===== src/rtl/melody_piezo_player.sv =====
// Piezo melody sequencer: latches NOTE_CNT period words on start and plays each for NOTE_TICKS
// cycles, followed by GAP_TICKS silent cycles. Optional MELODY_LOOP_EN adds a loop input.
module melody_piezo_player #(
    parameter  int DIV_W      = 12,
    parameter  int NOTE_CNT   = 4,
    parameter  int NOTE_TICKS = 5000000,
    parameter  int GAP_TICKS  = 500000,
    localparam int IDX_W      = (NOTE_CNT > 1) ? $clog2(NOTE_CNT) : 1
) (
    input  logic                      clk,
    input  logic                      rst,
    input  logic                      start,
    input  logic                      stop,
`ifdef MELODY_LOOP_EN
    input  logic                      loop,
`endif
    input  logic [NOTE_CNT*DIV_W-1:0] melody,
    output logic                      piezo,
    output logic                      busy,
    output logic                      done,
    output logic [IDX_W-1:0]          note_idx
);
    localparam int DUR_MAX = (NOTE_TICKS > GAP_TICKS) ? NOTE_TICKS : GAP_TICKS;
    localparam int DUR_W   = (DUR_MAX > 1) ? $clog2(DUR_MAX) : 1;

    localparam logic [DUR_W-1:0] NOTE_LAST = DUR_W'(NOTE_TICKS - 1);
    localparam logic [DUR_W-1:0] GAP_LAST  = DUR_W'((GAP_TICKS > 0) ? GAP_TICKS - 1 : 0);
    localparam logic [DUR_W-1:0] DUR_ONE   = DUR_W'(1);
    localparam logic [DIV_W-2:0] TONE_ONE  = (DIV_W-1)'(1);
    localparam logic [IDX_W-1:0] IDX_ONE   = IDX_W'(1);
    localparam logic [IDX_W-1:0] IDX_LAST  = IDX_W'(NOTE_CNT - 1);
    localparam logic [DIV_W-1:0] REST_MAX  = DIV_W'(1);

    typedef enum logic [1:0] {S_IDLE, S_PLAY, S_GAP} state_t;

    state_t                    r_state;
    logic [NOTE_CNT*DIV_W-1:0] r_melody;
    logic [IDX_W-1:0]          r_note_idx;
    logic [DIV_W-2:0]          r_tone;
    logic [DUR_W-1:0]          r_dur;
    logic                      r_piezo;
    logic                      r_busy;
    logic                      r_done;

    logic [DIV_W-1:0] w_words [NOTE_CNT];
    logic [DIV_W-1:0] w_limit;
    logic [DIV_W-2:0] w_half_m1;
    logic             w_rest;
    logic             w_last;
    logic             w_loop;

    // Note 0 sits in the most significant slice of the melody bus.
    always_comb begin
        for (int i = 0; i < NOTE_CNT; i++) begin
            w_words[i] = r_melody[(NOTE_CNT-1-i)*DIV_W +: DIV_W];
        end
    end

    assign w_limit   = w_words[r_note_idx];
    assign w_half_m1 = w_limit[DIV_W-1:1] - TONE_ONE;
    assign w_rest    = (w_limit <= REST_MAX);
    assign w_last    = (r_note_idx == IDX_LAST);

`ifdef MELODY_LOOP_EN
    assign w_loop = loop;
`else
    assign w_loop = 1'b0;
`endif

    always_ff @(posedge clk or negedge rst) begin
        if (!rst) begin
            r_state    <= S_IDLE;
            r_melody   <= '0;
            r_note_idx <= '0;
            r_tone     <= '0;
            r_dur      <= '0;
            r_piezo    <= 1'b0;
            r_busy     <= 1'b0;
            r_done     <= 1'b0;
        end else begin
            r_done <= 1'b0;
            if (stop) begin
                r_state    <= S_IDLE;
                r_note_idx <= '0;
                r_tone     <= '0;
                r_dur      <= '0;
                r_piezo    <= 1'b0;
                r_busy     <= 1'b0;
            end else begin
                case (r_state)
                    S_IDLE: begin
                        r_piezo <= 1'b0;
                        if (start) begin
                            r_melody   <= melody;
                            r_note_idx <= '0;
                            r_tone     <= '0;
                            r_dur      <= '0;
                            r_busy     <= 1'b1;
                            r_state    <= S_PLAY;
                        end
                    end
                    S_PLAY: begin
                        if (r_dur == NOTE_LAST) begin
                            // Every note (or gap) begins with the pin low and a fresh tone phase.
                            r_dur   <= '0;
                            r_tone  <= '0;
                            r_piezo <= 1'b0;
                            if (GAP_TICKS > 0) begin
                                r_state <= S_GAP;
                            end else if (!w_last) begin
                                r_note_idx <= r_note_idx + IDX_ONE;
                            end else begin
                                r_note_idx <= '0;
                                if (!w_loop) begin
                                    r_state <= S_IDLE;
                                    r_busy  <= 1'b0;
                                    r_done  <= 1'b1;
                                end
                            end
                        end else begin
                            r_dur <= r_dur + DUR_ONE;
                            if (w_rest) begin
                                r_tone  <= '0;
                                r_piezo <= 1'b0;
                            end else if (r_tone == w_half_m1) begin
                                r_tone  <= '0;
                                r_piezo <= ~r_piezo;
                            end else begin
                                r_tone <= r_tone + TONE_ONE;
                            end
                        end
                    end
                    S_GAP: begin
                        r_piezo <= 1'b0;
                        r_tone  <= '0;
                        if (r_dur == GAP_LAST) begin
                            r_dur <= '0;
                            if (!w_last) begin
                                r_note_idx <= r_note_idx + IDX_ONE;
                                r_state    <= S_PLAY;
                            end else begin
                                r_note_idx <= '0;
                                if (w_loop) begin
                                    r_state <= S_PLAY;
                                end else begin
                                    r_state <= S_IDLE;
                                    r_busy  <= 1'b0;
                                    r_done  <= 1'b1;
                                end
                            end
                        end else begin
                            r_dur <= r_dur + DUR_ONE;
                        end
                    end
                    default: r_state <= S_IDLE;
                endcase
            end
        end
    end

    assign piezo    = r_piezo;
    assign busy     = r_busy;
    assign done     = r_done;
    assign note_idx = r_note_idx;
endmodule


===== config.mk =====
export PLATFORM = sky130hd
export DESIGN_NAME = melody_piezo_player
export DESIGN_NICKNAME = d
export VERILOG_FILES = /design/src/rtl/melody_piezo_player.sv
export SDC_FILE = /design/constraint.sdc
export NUM_CORES = 1
export LEC_CHECK = 0
export CORE_ASPECT_RATIO = 0.5
export CORE_MARGIN = 2
export CORE_UTILIZATION = 35
export CTS_CLUSTER_DIAMETER = 100
export DETAILED_ROUTE_END_ITERATION = 10
export MAX_ROUTING_LAYER = met4
export PLACE_DENSITY = 0.62
export RECOVER_POWER = 25
export SYNTH_ARGS = -nofsm -noshare
export SYNTH_HDL_FRONTEND = slang
export SYNTH_SLANG_ARGS = --single-unit

===== constraint.sdc =====
create_clock -name clk -period 3.1 [get_ports clk]
set_input_delay 0.62 -clock clk [delete_from_list [all_inputs] [get_ports clk]]
set_output_delay 0.62 -clock clk [all_outputs]
set_load 0.01 [all_outputs]

==> results.cfg, run 1 <==
[placement]
globalplace.congestion = 0.7919
dp_hpwl_microns = 6866
io_buffer_count = 52

[power]
ir_worst_vdd_uv = 349.8
p_per_area_mw_per_mm2 = 646.2
total_power_w = 0.003828
leakagePower_nw = 2.377

[global_routing]
grt_max_degree = 55
grt_util_all_layers_pct = 14.96
busiest_layer = met2
grt_pass1_vias = 3286
grtUsageMet3_pct = 3.184
grtUsageMet1_pct = 20.99
grt_overflow = 0
grt_pass1_wl_microns = 16760
grt_antenna_before_repair = 0
met2_usage_pct = 22.29

[floorplanning]
die-area_sq_mm = 0.01433
ios = 57
die_height_microns = 85.67
start_util_pct = 36.34
coreArea_sq_mm = 0.01284
rows = 29
die_w_microns = 167.3

[critical_path]
critical_path_class = reg -> reg
crit_buf_inv = 2
critPathTopFamily = simple AND/OR/NAND/NOR gates
cp.required_ns = 3.34
crit_chain = buf_4, mux4_1, or4_4, or3_1, o211ai_2, a311oi_4, buf_6, a21oi_4, a21oi_1, o21ai_0
end_kind = register
cpMaxStageDelayCell = mux4_1
cp_max_fo = 8
critical_path.startpoint_type = register
arrival_ns = 3.22
slowest_delay_ns = 0.57

[sta]
slew_violations = 0
skew_ns = 0.009536
setup_viol_count_final = 0
relSlewSlack_pct = 8.437
fin_crit_ns = 2.978
fmax_mhz = 335.8
finalCritPeriodShare_pct = 96.07
final.setup.tns_ns = 0
tightest_slew_ns = 1.373
rsz0062_at_grt = no
finalHoldViolCount = 0

[routing]
drtAntennaViolNets = 0
first_iter_violations = 186
wl_microns = 9651
dr.pass1.iters = 4
routedWlPerCell_microns = 14.38
vias_per_cell = 5.092
drc = 0
vias = 3417

[synthesis]
synthArstFlopShare_pct = 100.0
synth_nets = 483
synth.distinct_cells = 55
syn_inst = 423
synthFlopType = dfrtp_1
synth-xor-area-share_pct = 4.503
synth.avg_cell_area_sq_um = 11.04
synth_area_sq_mm = 0.004668
ys_seq_area_share_pct = 45.56
synth.ff_latch_count = 85
synth-compound-area-share_pct = 9.086
synth.area.mux_share_pct = 18.28
synth_edf_count = 0
synth_fa_ha_area_share_pct = 2.144
yosys.area_share.simple_pct = 17.42
yosys_warnings = 0
synth_top_family_by_area = multiplexers

[finish]
nets = 557
syn2layout_area_growth_pct = 26.88
drive_gt1_share_pct = 23.55
nFillCells = 1194
antenna_cells = 0
final_cell_mix = dfrtp_1, clkdlybuf4s50_1, mux2_2
final_common_cell = dfrtp_1

[cts]
cts_hold_repair.buffers = 0
cts_tree = yes
clock-sinks = 85
cts_root_buf = clkbuf_16
cts_inserted_buffers = 9
ctsHtreeMaxLevel = 3
clk_path_buf_depth = 2
clkLatencyLatePin_ns = 0.34
clk_pin_slew_worst_paths_ns = 0.06

[hold_path]
hold_path.class = reg -> reg

[job]
maxCapViolCount = 0

[status]
outcome = finished clean
==> flip-flops by register name (all words and copies together) (netlist names) <==
register / cells
r_melody: 44
note_idx: 2
r_dur: 23
piezo: 1
r_tone: 11
done: 1
busy: 1
r_state: 2
==> area by class of cell <==
cell class / instances / area [sq um] / area share, %
multi-input combinational: 309 / 2467 / 41.66
sequential: 85 / 2128 / 35.93
timing repair buffer: 80 / 745.7 / 12.59
clock buffer: 10 / 239.0 / 4.035
tap: 170 / 212.7 / 3.591
clock inverter: 5 / 85.08 / 1.436
inverter: 12 / 45.04 / 0.7605
==> cells by family after synthesis <==
family	count (synthesis)
and+or+nand+nor	150
DFF	85
muxes	64
AOI/OAI and AO/OA	62
buffers and inverters	30
xor gates and xnor gates	24
adders and majority gates	8
==> timing repair <==
item                                    4_1_cts  5_1_grt
cloned                                        1        0
setup buffers                                 0        3
endpoints found under the setup margin        8       12
pin swaps                                     2        2
resized for setup                             1       13
==> final timing paths <==
check	from	slack, ns	cells after the start	endpoint
max	note_idx[0]	0.12	10	r_tone[10]
min	r_melody[35]	0.50	1	r_melody[35]
max reg2reg	note_idx[0]	0.12	10	r_tone[10]
min reg2reg	r_melody[35]	0.50	1	r_melody[35]
max in group asynchronous	rst	1.59	2	r_melody[44]
min in group asynchronous	rst	0.58	1	r_melody[41]
==> worst register-to-register path: stages, from the launching register on <==
cell	delay [ns]
dfrtp_2	0.45
buf_4	0.14
mux4_1	0.57
or4_4	0.54
or3_1	0.38
o211ai_2	0.09
a311oi_4	0.05
buf_6	0.16
a21oi_4	0.25
a21oi_1	0.09
o21ai_0	0.17
==> layer usage <==
layer  share of wire (%)  up-vias  wire, microns
met2                  44       52           4212
met4                0.85        0             82
met3                 2.7        6            256
met5                   0        -              0
met1                  53     1668           5100
li1                    -     1691              -
==> power breakdown <==
group	internal [W]	switching, W	total (W)
Combinational	0.000616	0.000524	0.00114
Clock	0.000726	0.000452	0.00118
Sequential	0.00137	0.000144	0.00151
==> synthesized netlist by cell type (4+ instances only) <==
| cell | number | area [sq um] |
|---|---|---|
| dfrtp_1 | 85 | 2127 |
| mux2_2 | 45 | 506.7 |
| nand2_1 | 35 | 131.4 |
| o21ai_0 | 24 | 120.1 |
| nor2_1 | 22 | 82.58 |
| nand3_1 | 19 | 95.09 |
| a21oi_1 | 16 | 80.08 |
| nor3_1 | 13 | 65.06 |
| clkbuf_1 | 12 | 45.04 |
| inv_1 | 12 | 45.04 |
| xnor2_1 | 12 | 105.1 |
| xor2_1 | 12 | 105.1 |
| nand2b_1 | 10 | 62.56 |
| and3_1 | 8 | 50.05 |
| ha_1 | 8 | 100.1 |
| mux2i_1 | 8 | 80.08 |
| mux4_2 | 6 | 135.1 |
| nand4b_1 | 6 | 52.55 |
| mux4_1 | 5 | 131.4 |
| nand4_1 | 5 | 31.28 |
| nor4_1 | 5 | 31.28 |
| a21o_1 | 4 | 30.03 |
| nor2b_1 | 4 | 25.02 |
==> metrics by stage <==
stage          hold slack, ns  worst slack, ns  cell area [sq um]  instances  utilization, %
4_1_cts                0.3549         0.007615               5854        668           45.58
2_1_floorplan          0.3244          0.01463               4684        423               -
3_3_place_gp           0.4790         -0.01441               5520        652           42.98
3_5_place_dp           0.4866         -0.06557               5520        652           42.98
6_report               0.4983           0.1219               5923        671           46.11
5_1_grt                0.5182        0.0001208               5923        671           46.11
(Power assumes the default switching activity.)
==> inputs of run 2 (changes only) <==
- CORE_MARGIN: 2 -> 4
- CTS_BUF_LIST: default -> sky130_fd_sc_hd__clkbuf_2
==> run 2 against run 1 <==
Effect of this change: final area is 1.9% lower; register-to-register slack worse by 0.06 ns; clock skew is 0.027 ns higher; critical endpoint unchanged; count of clock-buffer cells in the layout stayed put; power is 12% lower; cell count is 0.60% higher; hold slack worse by 0.20 ns; highest routed layer unchanged.
==> results.cfg, run 2 (same netlist as run 1, synthesis figures left out) <==
[power]
swShare_pct = 32.52
leakagePower_nw = 2.327
pwr-share-clk_pct = 20.5
pwr-share-comb_pct = 34.7
power_switching_w = 0.001091
p_int_w = 0.002263
p_per_area_mw_per_mm2 = 577.0
ir_worst_vdd_uv = 258.5
pwr-share-seq_pct = 44.9
total_power_w = 0.003354

[sta]
finalHoldViolCount = 0
final.setup.tns_ns = 0
relSlewSlack_pct = 9.964
slew_violations = 0
finalCritPeriodShare_pct = 98.14
rsz0062_at_grt = yes
fmax_mhz = 328.7
setup_viol_count_final = 0
tightest_slew_ns = 1.351
fin_crit_ns = 3.042
skew_ns = 0.03691

[global_routing]
grtUsageMet1_pct = 18.49
grtUsageMet3_pct = 3.061
grt_antenna_before_repair = 0
busiest_layer = met2
met2_usage_pct = 21.83
grt_pass1_vias = 3370
grt_max_degree = 55
grt_pass1_wl_microns = 16580
grt_overflow = 0
grt_util_all_layers_pct = 13.92

[critical_path]
end_kind = register
arrival_ns = 3.52
critical_path_class = reg -> reg
reg2reg_setup_slack_ns = 0.06
cp.required_ns = 3.57
reg2reg_depth = 12
critical_path.startpoint_type = register
r2r-start = note_idx[0]
timing.rr.end = r_tone[10]
cp_max_fo = 8

[routing]
drtAntennaViolNets = 0
drc = 0
first_iter_violations = 142
dr.pass1.iters = 4
wl_microns = 9998
vias = 3469
routedWlPerCell_microns = 14.81
vias_per_cell = 5.139

[finish]
syn2layout_area_growth_pct = 24.52
largest_reg_flops = 44
final_common_cell = dfrtp_1
top_register = r_melody
nets = 560
final_cell_mix = dfrtp_1, clkdlybuf4s50_1, mux2_2
design_area_sq_mm = 0.005813
drive_gt1_share_pct = 24.95
fin_cells = 675
antenna_cells = 0
reg_top3 = r_melody: 44 flops, r_dur: 23 flops, r_tone: 11 flops

[floorplanning]
ios = 57
coreArea_sq_mm = 0.01284
die_w_microns = 171.3
start_util_pct = 36.34
rows = 29
die_height_microns = 89.67
die-area_sq_mm = 0.01536

[placement]
placed_area_sq_mm = 0.005495
dp_hpwl_microns = 7031
dp_cells = 647
io_buffer_count = 52
globalplace.congestion = 0.8061

[hold_path]
hold_path.class = in -> async

[cts]
cts_root_buf = clkbuf_2
cts_inserted_buffers = 9
clock-sinks = 85
clk_pin_slew_worst_paths_ns = 0.25
clkLatencyLatePin_ns = 0.57
ctsHtreeMaxLevel = 3
cts_tree = yes
clk_path_buf_depth = 2
cts_hold_repair.buffers = 0

[job]
maxCapViolCount = 0

[status]
outcome = finished clean
## run 2: changes by cell type in the layout (fill, tap and decap cells not counted), moves of 2 or more
cell | before | now
clkbuf_16 | 9 | 1
clkbuf_2 | 1 | 11
inv_6 | 0 | 2
o21ai_0 | 22 | 19
o21ai_1 | 3 | 6
## run 2: layout make-up
| cell class | instances | area, sq um |
|---|---|---|
| Multi-Input combinational cell | 309 | 2485 |
| Sequential cell | 85 | 2128 |
| Timing Repair Buffer | 83 | 798.3 |
| Fill cell | 1244 | 7032 |
| Clock buffer | 10 | 50.05 |
| Tap cell | 170 | 212.7 |
| Clock inverter | 6 | 93.84 |
| Inverter | 12 | 45.04 |
## run 2: timing repair
item | in CTS | in global routing
buffers inserted | 2 | 8
endpoints found under the setup margin | 9 | 12
resized for setup | 3 | 18
cloned | 1 | 1
pin swaps | 3 | 8
## run 2: worst max-delay path, stage by stage, from the launching register on
cell and delay, ns:
dfrtp_2 0.49, buf_12 0.14, mux4_2 0.55, inv_2 0.09, ha_4 0.14, nand4b_1 0.13, and3_4 0.22, or4_4 0.42
a311oi_4 0.30, buf_6 0.16, a21oi_4 0.10, a21oi_1 0.15, o21ai_1 0.07
## run 2: per-layer routing
metal	wire length (microns)	vias up
met5	0	-
met4	110	0
met3	278	11
met2	4665	35
met1	4944	1728
li1	-	1695
## run 2: worst max path at each step
stage                startpoint         end  slack (ns)  cells past startpoint
detailed placement  note_idx[0]   r_tone[0]       -0.04                      9
global route        note_idx[0]       piezo       -0.09                     12
finish              note_idx[0]  r_tone[10]        0.06                     12
CTS                 note_idx[0]   r_tone[2]        0.02                      9
global placement    note_idx[0]  r_tone[10]        0.02                      9
floorplan           note_idx[0]   r_tone[4]        0.01                     11
## run 2: power by group through the flow
stage | registers (W) | clock network (W) | logic [W]
detailed placement | 0.00153 | 0 | 0.00108
global placement | 0.00151 | 0 | 0.00106
floorplan | 0.00147 | 0 | 0.000806
global route | 0.00153 | 0.000751 | 0.00127
CTS | 0.00150 | 0.000713 | 0.00111
finish | 0.00151 | 0.000686 | 0.00116
## run 2: through the flow
stage / worst slack (ns) / utilization (%) / hold WS, ns
2_1_floorplan: 0.01463 / - / 0.3244
3_3_place_gp: 0.01610 / 42.78 / 0.4787
3_5_place_dp: -0.03537 / 42.78 / 0.4860
4_1_cts: 0.01876 / 44.19 / 0.02881
5_1_grt: -0.08951 / 45.26 / 0.3689
6_report: 0.05762 / 45.26 / 0.3009
